File: src/rtl/wb_pkg.sv
// ----------------------------------------------------------------------------
// wb_pkg
// Shared encodings for the write-back stage.
//   - WB_SEL_*  : write-back source select codes (wb_sel input)
//   - LD_*      : load format codes (load_type input)
// Any code not listed here is handled by the consumer's default branch:
// wb_sel 11 behaves as ALU, unknown load_type codes behave as word loads.
// ----------------------------------------------------------------------------
package wb_pkg;

    // Write-back source select
    localparam logic [1:0] WB_SEL_ALU  = 2'b00;
    localparam logic [1:0] WB_SEL_MEM  = 2'b01;
    localparam logic [1:0] WB_SEL_PC4  = 2'b10;
    localparam logic [1:0] WB_SEL_RSVD = 2'b11;

    // Load formats
    localparam logic [2:0] LD_WORD   = 3'b000;
    localparam logic [2:0] LD_BYTE_S = 3'b001;
    localparam logic [2:0] LD_BYTE_U = 3'b010;
    localparam logic [2:0] LD_HALF_S = 3'b011;
    localparam logic [2:0] LD_HALF_U = 3'b100;

endpackage : wb_pkg

File: src/rtl/load_extender.sv
// ----------------------------------------------------------------------------
// load_extender
// Purely combinational lane selection and sign/zero extension of load data.
// Lanes are little-endian: lane k is mem_data_i[8k+7:8k].
//
// Ports
//   mem_data_i   in  DATA_W  raw data returned by the memory stage
//   load_type_i  in  3       load format (wb_pkg LD_* codes)
//   byte_off_i   in  OFF_W   low address bits of the load
//   ext_data_o   out DATA_W  selected lane(s), extended to DATA_W
// ----------------------------------------------------------------------------
module load_extender
    import wb_pkg::*;
#(
    parameter  int DATA_W = 32,
    localparam int OFF_W  = $clog2(DATA_W / 8)
) (
    input  logic [DATA_W-1:0] mem_data_i,
    input  logic [2:0]        load_type_i,
    input  logic [OFF_W-1:0]  byte_off_i,
    output logic [DATA_W-1:0] ext_data_o
);

    logic [DATA_W-1:0] byte_shift;
    logic [DATA_W-1:0] half_shift;
    logic [OFF_W-2:0]  half_idx;
    logic [7:0]        byte_val;
    logic [15:0]       half_val;
    logic [DATA_W-1:0] word_val;

    // Shift the addressed lane down to bit 0; the shift amount is the byte
    // offset times 8 (bytes) or the half index times 16 (halves).
    // byte_off_i[0] is deliberately dropped for halves.
    assign half_idx   = byte_off_i[OFF_W-1:1];
    assign byte_shift = mem_data_i >> {byte_off_i, 3'b000};
    assign half_shift = mem_data_i >> {half_idx, 4'b0000};
    assign byte_val   = byte_shift[7:0];
    assign half_val   = half_shift[15:0];

    // On a 64-bit datapath a word load picks one 32-bit half by the top
    // offset bit and sign-extends it; on 32 bits the word is the whole bus.
    generate
        if (DATA_W == 64) begin : g_word64
            assign word_val = byte_off_i[OFF_W-1]
                ? {{32{mem_data_i[DATA_W-1]}}, mem_data_i[DATA_W-1:32]}
                : {{32{mem_data_i[31]}}, mem_data_i[31:0]};
        end else begin : g_word32
            assign word_val = mem_data_i;
        end
    endgenerate

    always_comb begin
        ext_data_o = word_val;
        case (load_type_i)
            LD_BYTE_S: ext_data_o = {{(DATA_W-8){byte_val[7]}}, byte_val};
            LD_BYTE_U: ext_data_o = {{(DATA_W-8){1'b0}}, byte_val};
            LD_HALF_S: ext_data_o = {{(DATA_W-16){half_val[15]}}, half_val};
            LD_HALF_U: ext_data_o = {{(DATA_W-16){1'b0}}, half_val};
            default:   ext_data_o = word_val;
        endcase
    end

endmodule : load_extender

File: src/rtl/writeback_unit.sv
// ----------------------------------------------------------------------------
// writeback_unit
// Final pipeline stage: selects the write-back source, holds one beat in a
// pipeline register with a valid/ready handshake, drives the register-file
// write port and counts retired beats.
//
// Ports
//   clk, rst                         clock, synchronous active-high reset
//   in_valid / in_ready              MEM-stage beat handshake
//   flush                            drop the incoming beat this cycle
//   alu_result, mem_data, pc_plus4   candidate write-back sources
//   wb_sel, load_type, byte_off      source select and load format
//   reg_write, rd_addr               write enable and destination register
//   rf_busy                          register-file write port unavailable
//   rf_we, rf_waddr, rf_wdata        register-file write / forwarding port
//   out_valid                        pipeline register holds a beat
//   retire_cnt                       free-running count of retired beats
// ----------------------------------------------------------------------------
module writeback_unit
    import wb_pkg::*;
#(
    parameter  int DATA_W = 32,
    parameter  int REG_AW = 5,
    localparam int OFF_W  = $clog2(DATA_W / 8)
) (
    input  logic              clk,
    input  logic              rst,
    input  logic              in_valid,
    output logic              in_ready,
    input  logic              flush,
    input  logic [DATA_W-1:0] alu_result,
    input  logic [DATA_W-1:0] mem_data,
    input  logic [DATA_W-1:0] pc_plus4,
    input  logic [1:0]        wb_sel,
    input  logic [2:0]        load_type,
    input  logic [OFF_W-1:0]  byte_off,
    input  logic              reg_write,
    input  logic [REG_AW-1:0] rd_addr,
    input  logic              rf_busy,
    output logic              rf_we,
    output logic [REG_AW-1:0] rf_waddr,
    output logic [DATA_W-1:0] rf_wdata,
    output logic              out_valid,
    output logic [31:0]       retire_cnt
);

    logic [DATA_W-1:0] ext_data;
    logic [DATA_W-1:0] sel_data;
    logic              accept;
    logic              retire;

    logic              valid_q,  valid_d;
    logic              we_q,     we_d;
    logic [REG_AW-1:0] rd_q,     rd_d;
    logic [DATA_W-1:0] data_q,   data_d;
    logic [31:0]       cnt_q,    cnt_d;

    load_extender #(
        .DATA_W (DATA_W)
    ) u_load_extender (
        .mem_data_i  (mem_data),
        .load_type_i (load_type),
        .byte_off_i  (byte_off),
        .ext_data_o  (ext_data)
    );

    // Source mux; the reserved select code falls through to the ALU result.
    always_comb begin
        sel_data = alu_result;
        case (wb_sel)
            WB_SEL_MEM: sel_data = ext_data;
            WB_SEL_PC4: sel_data = pc_plus4;
            default:    sel_data = alu_result;
        endcase
    end

    // A held beat leaves whenever the write port is free, so the register
    // can take a new beat in that same cycle without a bubble.
    assign in_ready = !valid_q || !rf_busy;
    assign accept   = in_valid && in_ready && !flush;
    assign retire   = valid_q && !rf_busy;

    // Next-state for the pipeline register and retire counter. Retire clears
    // valid first; an accept on the same edge then reloads it.
    always_comb begin
        valid_d = valid_q;
        we_d    = we_q;
        rd_d    = rd_q;
        data_d  = data_q;
        cnt_d   = cnt_q + {31'd0, retire};
        if (retire) begin
            valid_d = 1'b0;
        end
        if (accept) begin
            valid_d = 1'b1;
            we_d    = reg_write;
            rd_d    = rd_addr;
            data_d  = sel_data;
        end
    end

    // State register; reset discards any held beat.
    always_ff @(posedge clk) begin
        if (rst) begin
            valid_q <= 1'b0;
            we_q    <= 1'b0;
            rd_q    <= '0;
            data_q  <= '0;
            cnt_q   <= 32'd0;
        end else begin
            valid_q <= valid_d;
            we_q    <= we_d;
            rd_q    <= rd_d;
            data_q  <= data_d;
            cnt_q   <= cnt_d;
        end
    end

    // Writes to x0 still retire but never reach the register file.
    assign rf_we      = retire && we_q && (rd_q != '0);
    assign rf_waddr   = rd_q;
    assign rf_wdata   = data_q;
    assign out_valid  = valid_q;
    assign retire_cnt = cnt_q;

endmodule : writeback_unit

File: config.mk
export PLATFORM = sky130hd
export DESIGN_NAME = writeback_unit
export DESIGN_NICKNAME = d
export VERILOG_FILES = /design/src/rtl/wb_pkg.sv /design/src/rtl/load_extender.sv /design/src/rtl/writeback_unit.sv
export SDC_FILE = /design/constraint.sdc
export NUM_CORES = 1
export LEC_CHECK = 0
export ABC_AREA = 1
export CELL_PAD_IN_SITES_DETAIL_PLACEMENT = 1
export CELL_PAD_IN_SITES_GLOBAL_PLACEMENT = 1
export CORE_UTILIZATION = 27
export DETAILED_ROUTE_END_ITERATION = 16
export HOLD_SLACK_MARGIN = 0.1
export PLACE_DENSITY_LB_ADDON = 0.12
export SLEW_MARGIN = 10
export SYNTH_ARGS = -nofsm -noshare
export SYNTH_HDL_FRONTEND = slang
export SYNTH_HIERARCHICAL = 1
export SYNTH_SLANG_ARGS = --single-unit
File: constraint.sdc
create_clock -name clk -period 1.59 [get_ports clk]
set_input_delay 0.318 -clock clk [delete_from_list [all_inputs] [get_ports clk]]
set_output_delay 0.318 -clock clk [all_outputs]
set_load 0.02 [all_outputs]
==> results.json, run 1 <==
{
  "status": "complete, but fails checks",
  "violations": "setup timing",
  "grt_max_degree": 39,
  "grt_pass1_wl_mm": 32.3,
  "syn_inst": 746,
  "synth.area.top_cells": "dfxtp_1, nand2_1, a21oi_1",
  "layout.nets": 1093,
  "rsz0062_at_grt": "true",
  "end_kind": "flip-flop",
  "yosysTopAreaCellShare_pct": 29.8,
  "worst_ep_required_time_ns": 1.83,
  "die_x_um": 135,
  "hold_viol_final": 0,
  "hpwlAfterDp_mm": 15.5,
  "maxCapViolations": 0,
  "die_area_sq_mm": 0.0182,
  "finClkSkew_ns": 0.00550,
  "area_growth_pct": 64.7,
  "cts.htree.levels": 3,
  "yosysSeqAreaShare_pct": 29.8,
  "insertion_delay_ns": 0.34,
  "leakage_uw": 0.00366,
  "wl_per_cell_um": 17.2,
  "synth_edf_count": 0,
  "grt_pass1_vias": 6198,
  "hp-class": "reg2reg",
  "drc_errors": 0,
  "final_util_pct": 45.5,
  "vias": 5927,
  "gr-total-overflow": 0,
  "drive_above_1_share_pct": 18.6,
  "finalSetupViolCount": 1,
  "start_util_pct": 27.6,
  "start_kind": "flip-flop",
  "rows": 48,
  "worst_slack_ns": -0.000700,
  "yosys_warnings": 6,
  "synth.most_common_cell": "nand2_1",
  "place_inst": 1172,
  "netlist_area_sq_mm": 0.00478,
  "slew_headroom_pct": 80.1,
  "synth_area_leader_cell": "dfxtp_1",
  "ant_nets": 0,
  "io_pins": 186,
  "fillers": 2168,
  "place.gp.congestion": 0.904,
  "cts.reportedPaths.clkPinSlew_ns": 0.06,
  "ys_ff_latch": 71,
  "clock_path_buffers": 2,
  "finalPower_uw": 5530,
  "tns_ns": -0.000700,
  "yosys-top-cells-count": "nand2_1, nor2_1, a21oi_1, dfxtp_1, nand3_1",
  "worstPathMaxFanout": 6,
  "drtIter0Drc": 216,
  "root_buffer": "clkbuf_16",
  "ir_drop_mv": 0.486,
  "max_clock_freq_mhz": 629,
  "cts_made_buffers": 9,
  "syn_nets": 865,
  "antenna_found_initial": 3,
  "fin_cells": 1204,
  "crit_arrival_ns": 1.83,
  "coreArea_sq_mm": 0.0173,
  "viasPerCell": 4.92,
  "powerDensity_mw_per_mm2": 703,
  "grtUsageTotal_pct": 22.9,
  "min_period_over_period_pct": 100,
  "avgSynthCellArea_sq_um": 6.40,
  "slew_viol_final": 0,
  "finalCriticalPeriod_ns": 1.59,
  "chipHeight_um": 135,
  "path_class": "reg2reg",
  "drtPass1Iterations": 4,
  "drt-total-wl_mm": 20.7,
  "ys_types": 34,
  "async_flop_share_pct": 0,
  "cts_tree": "built",
  "io_buffers": 185,
  "worst-slew-pin-transition_ns": 0.300,
  "clkSinkCount": 71,
  "ys.flop_type": "dfxtp_1"
}
-- cells by family (layout without fill, tap and decap cells) --
kind of cell | Yosys count | after routing | share of synthesized area [%]
AOI/OAI and AO/OA | 167 | 167 | 20.9
xor gates and xnor gates | 3 | 3 | 0.550
adders and majority gates | 5 | 5 | 1.31
buffers and inverters | 99 | 328 | 9.77
DFF | 71 | 71 | 29.8
other | 0 | 1 | 0
and+or+nand+nor | 401 | 404 | 37.8
-- routing by layer --
metal | track usage (%) | wire length [um] | vias to the layer above
li1 | - | - | 2911
met1 | 26.4 | 8740 | 2813
met2 | 40.2 | 10200 | 154
met3 | 4.88 | 998 | 47
met4 | 10.8 | 764 | 2
met5 | 0 | 11 | -
-- cell type report --
cell class | count | area (sq um) | share of cell area, %
multi-input cells | 579 | 3180 | 40.4
flip-flops and latches | 71 | 1430 | 18.1
well taps | 225 | 282 | 3.58
clock inverters | 5 | 75.1 | 0.954
repair buffers | 256 | 2460 | 31.3
clock buffers | 10 | 229 | 2.91
diodes | 1 | 2.50 | 0.0318
inverters | 57 | 214 | 2.72
-- path summary, 6_finish.rpt --
kind                                                  end  cells after the start  slack (ns)                      start
worst min register to register  retire_cnt[31]$_SDFF_PP0_                      2        0.52  retire_cnt[31]$_SDFF_PP0_
worst max register to register  retire_cnt[20]$_SDFF_PP0_                     11     -0.0007     out_valid$_SDFFE_PP0P_
worst max-delay path            retire_cnt[20]$_SDFF_PP0_                     11     -0.0007     out_valid$_SDFFE_PP0P_
worst min-delay path            retire_cnt[31]$_SDFF_PP0_                      2        0.52  retire_cnt[31]$_SDFF_PP0_
-- layout by cell type (no fill, tap or decap), types with 16 or more instances in the layout --
cell type,synthesis,layout
a21oi_1,74,67
a21oi_2,10,17
a22o_1,32,32
buf_4,4,55
clkdlybuf4s50_1,0,105
dfxtp_1,71,69
dlygate4sd2_1,0,73
inv_1,54,49
nand2_1,209,199
nand2_2,9,16
nand3_1,71,58
nor2_1,77,74
o21ai_0,49,49
-- where the power goes --
| group | total, uW | switching, uW | internal (uW) |
|---|---|---|---|
| sequential | 1890 | 40.1 | 1850 |
| clock | 2160 | 801 | 1360 |
| combinational | 1480 | 765 | 713 |
| total | 5530 | 1610 | 3920 |
-- sequential cells by signal (all words and copies together) (netlist names) --
signal,count
retire_cnt,32
rf_wdata,32
rf_waddr,5
out_valid,1
we_q,1
-- critical path, stage by stage (launching register included) --
cell,delay (ns)
dfxtp_4,0.35
inv_2,0.04
nor2_4,0.13
ha_4,0.17
ha_4,0.14
nand2_4,0.07
nor2_4,0.13
nand2_4,0.10
nor2_4,0.17
nand3_2,0.09
nand2_2,0.06
nor2_1,0.03
-- timing repair --
item / CTS / global route
endpoints found under the hold margin: 0 / 0
setup endpoints to repair: 129 / 51
buffers inserted: 4 / 7
pin swaps: 11 / 16
resized for setup: 103 / 45
hold buffers: 0 / 0
gates cloned: 3 / 2
-- per-stage QoR --
stage	hold WS, ns	instance area (sq um)	setup WS (ns)
after floorplan	0.453	4810	0.00548
final	0.515	7870	-0.000700
after CTS	0.526	7640	-0.0205
after detailed placement	0.520	7230	-0.649
after global routing	0.541	7860	-0.103
after global placement	0.499	7230	-0.565
Note: power is estimated with default switching activity, not from simulation.
==> run 2: changes to the inputs <==
- SLEW_MARGIN: 10 -> not set
==> results of run 2 <==
No change in the layout: final DEF, timing and power equal those of run 1.
==> run 3: changes to the inputs <==
- MAX_ROUTING_LAYER: not set -> met4
==> run 3 against run 2 <==
  * The run now ends clean
  * Sequential power barely moved
  * Setup slack better by 0.010 ns
  * Clock skew grew 0.0017 ns
  * Flip-flop and latch count stayed put
  * Total power about the same
  * Cell count grew 0.25%
  * Design area grew 0.19%
  * Non-clock buffer count unchanged
  * Register-to-register slack hardly changed
  * Wire length about the same
  * Combinational power about the same
  * Clock power is essentially flat
  * Critical endpoint unchanged
  * Largest cell class unchanged
  * Largest power group unchanged
==> results.json, run 3 (synthesis gave the netlist of run 1 again) <==
{
  "slew_viol_final": 0,
  "drt-total-wl_mm": 20.7,
  "ir_drop_mv": 0.494,
  "die_x_um": 135,
  "place.gp.congestion": 0.920,
  "cts_made_buffers": 9,
  "worstPathMaxFanout": 6,
  "rows": 48,
  "slew_headroom_pct": 80.1,
  "layout.nets": 1093,
  "endpoint": "retire_cnt[20]$_SDFF_PP0_",
  "gr-total-overflow": 0,
  "min_period_over_period_pct": 99.4,
  "design_area_sq_mm": 0.00788,
  "root_buffer": "clkbuf_16",
  "final_common_cell": "nand2_1",
  "cts.reportedPaths.clkPinSlew_ns": 0.06,
  "status": "finished clean",
  "finalPower_uw": 5530,
  "ant_nets": 0,
  "start_util_pct": 27.6,
  "grt_max_degree": 39,
  "grt_pass1_vias": 6211,
  "grt_pass1_wl_mm": 32.2,
  "hpwlAfterDp_mm": 15.5,
  "wl_per_cell_um": 17.1,
  "cts.htree.levels": 3,
  "p_sw_uw": 1610,
  "vias": 5924,
  "insertion_delay_ns": 0.35,
  "chipHeight_um": 135,
  "p_int_uw": 3920,
  "reg2reg_from": "out_valid$_SDFFE_PP0P_",
  "drc_errors": 0,
  "r2r_end": "retire_cnt[20]$_SDFF_PP0_",
  "max_clock_freq_mhz": 633,
  "io_pins": 186,
  "finalSetupViolCount": 0,
  "io_buffers": 185,
  "die_area_sq_mm": 0.0182,
  "maxCapViolations": 0,
  "cts_tree": "built",
  "tns_ns": 0,
  "p_comb_share_pct": 26.7,
  "finalCriticalPeriod_ns": 1.58,
  "coreArea_sq_mm": 0.0173,
  "leakage_uw": 0.00367,
  "place_area_sq_mm": 0.00723,
  "area_growth_pct": 65.0,
  "start_kind": "flip-flop",
  "seqCellArea_sq_mm": 0.00143,
  "fillers": 2171,
  "viasPerCell": 4.91,
  "swShare_pct": 29.1,
  "clkSinkCount": 71,
  "r2r_cells": 11,
  "drtIter0Drc": 211,
  "crit_arrival_ns": 1.82,
  "drive_above_1_share_pct": 18.6,
  "final_cell_mix": "nand2_1, clkdlybuf4s50_1, nor2_1, dlygate4sd2_1, dfxtp_1",
  "rsz0062_at_grt": "true",
  "hp-class": "reg2reg",
  "multi_input_area_sq_mm": 0.00318,
  "worst_ep_required_time_ns": 1.83,
  "powerDensity_mw_per_mm2": 702,
  "finClkSkew_ns": 0.00716,
  "critPathLaunch": "out_valid$_SDFFE_PP0P_",
  "clock_path_buffers": 2,
  "end_kind": "flip-flop",
  "grtUsageTotal_pct": 23.6,
  "worst-slew-pin-transition_ns": 0.300,
  "rrSetupSlack_ns": 0.009,
  "seqPwrFrac_pct": 34.2,
  "path_class": "reg2reg",
  "hold_viol_final": 0,
  "clockPowerShare_pct": 39.1,
  "drtPass1Iterations": 4,
  "antenna_found_initial": 3
}
[run 3: cell count changes in the layout (fill, tap and decap cells not counted), sizes merged]
cell and delta:
diode +3, clkdlybuf4s50 -1, dlymetal6s2s +1
[run 3: repair_timing]
item	in CTS	in global routing
pin swaps	11	16
endpoints found under the setup margin	129	51
setup buffers	4	7
resized for setup	103	47
hold buffers	0	0
cloned	3	2
[run 3: critical path, stage by stage, from the launching register on]
cell,delay (ns)
dfxtp_4,0.34
inv_2,0.04
nor2_4,0.13
ha_4,0.17
ha_4,0.14
nand2_4,0.07
nor2_4,0.13
nand2_4,0.10
nor2_4,0.16
nand3_2,0.09
nand2_2,0.06
nor2_1,0.03
[run 3: metrics by stage]
stage | hold slack (ns) | util (%) | setup WS (ns) | std cells
finish | 0.516 | 45.6 | 0.00946 | 1207
global route | 0.541 | 45.6 | -0.103 | 1206
CTS | 0.526 | 44.2 | -0.0205 | 1194
detailed placement | 0.520 | 41.8 | -0.649 | 1172
global placement | 0.499 | 41.8 | -0.565 | 1172
floorplan | 0.453 | - | 0.00548 | 746
[run 3: worst min path at each step]
stage                         startpoint                   endpoint  depth (start not counted)
6_report       retire_cnt[31]$_SDFF_PP0_  retire_cnt[31]$_SDFF_PP0_                          2
5_1_grt        retire_cnt[31]$_SDFF_PP0_  retire_cnt[31]$_SDFF_PP0_                          2
4_1_cts        retire_cnt[31]$_SDFF_PP0_  retire_cnt[31]$_SDFF_PP0_                          2
3_5_place_dp   retire_cnt[31]$_SDFF_PP0_  retire_cnt[31]$_SDFF_PP0_                          2
3_3_place_gp   retire_cnt[31]$_SDFF_PP0_  retire_cnt[31]$_SDFF_PP0_                          2
2_1_floorplan                 rd_addr[0]   rf_waddr[0]$_SDFFE_PP0P_                          2
[run 3: area by class of cell]
type                       instances  share of cell area [%]
tap                              225                    3.57
antenna                            4                   0.127
clock buffer                      10                    2.91
inverter                          57                    2.71
sequential                        71                    18.1
timing repair buffer             256                    31.3
multi-input combinational        579                    40.3
clock inverter                     5                   0.953
[run 3: power by group through the flow]
stage,logic [uW],registers [uW],clock network [uW]
final,1480,1890,2170
after global routing,1600,1900,2300
after CTS,1420,1890,2220
after detailed placement,1410,1930,0
after global placement,1380,1930,0
after floorplan,586,2010,0
[run 3: per-layer routing]
metal | routed length (um) | vias up | GRT usage [%] | part of all wire (%)
met5 | 0 | - | - | 0
met3 | 940 | 39 | 4.65 | 4.5
li1 | - | 2920 | - | -
met4 | 654 | 0 | 11.0 | 3.2
met2 | 10400 | 156 | 40.3 | 50
met1 | 8740 | 2809 | 26.4 | 42
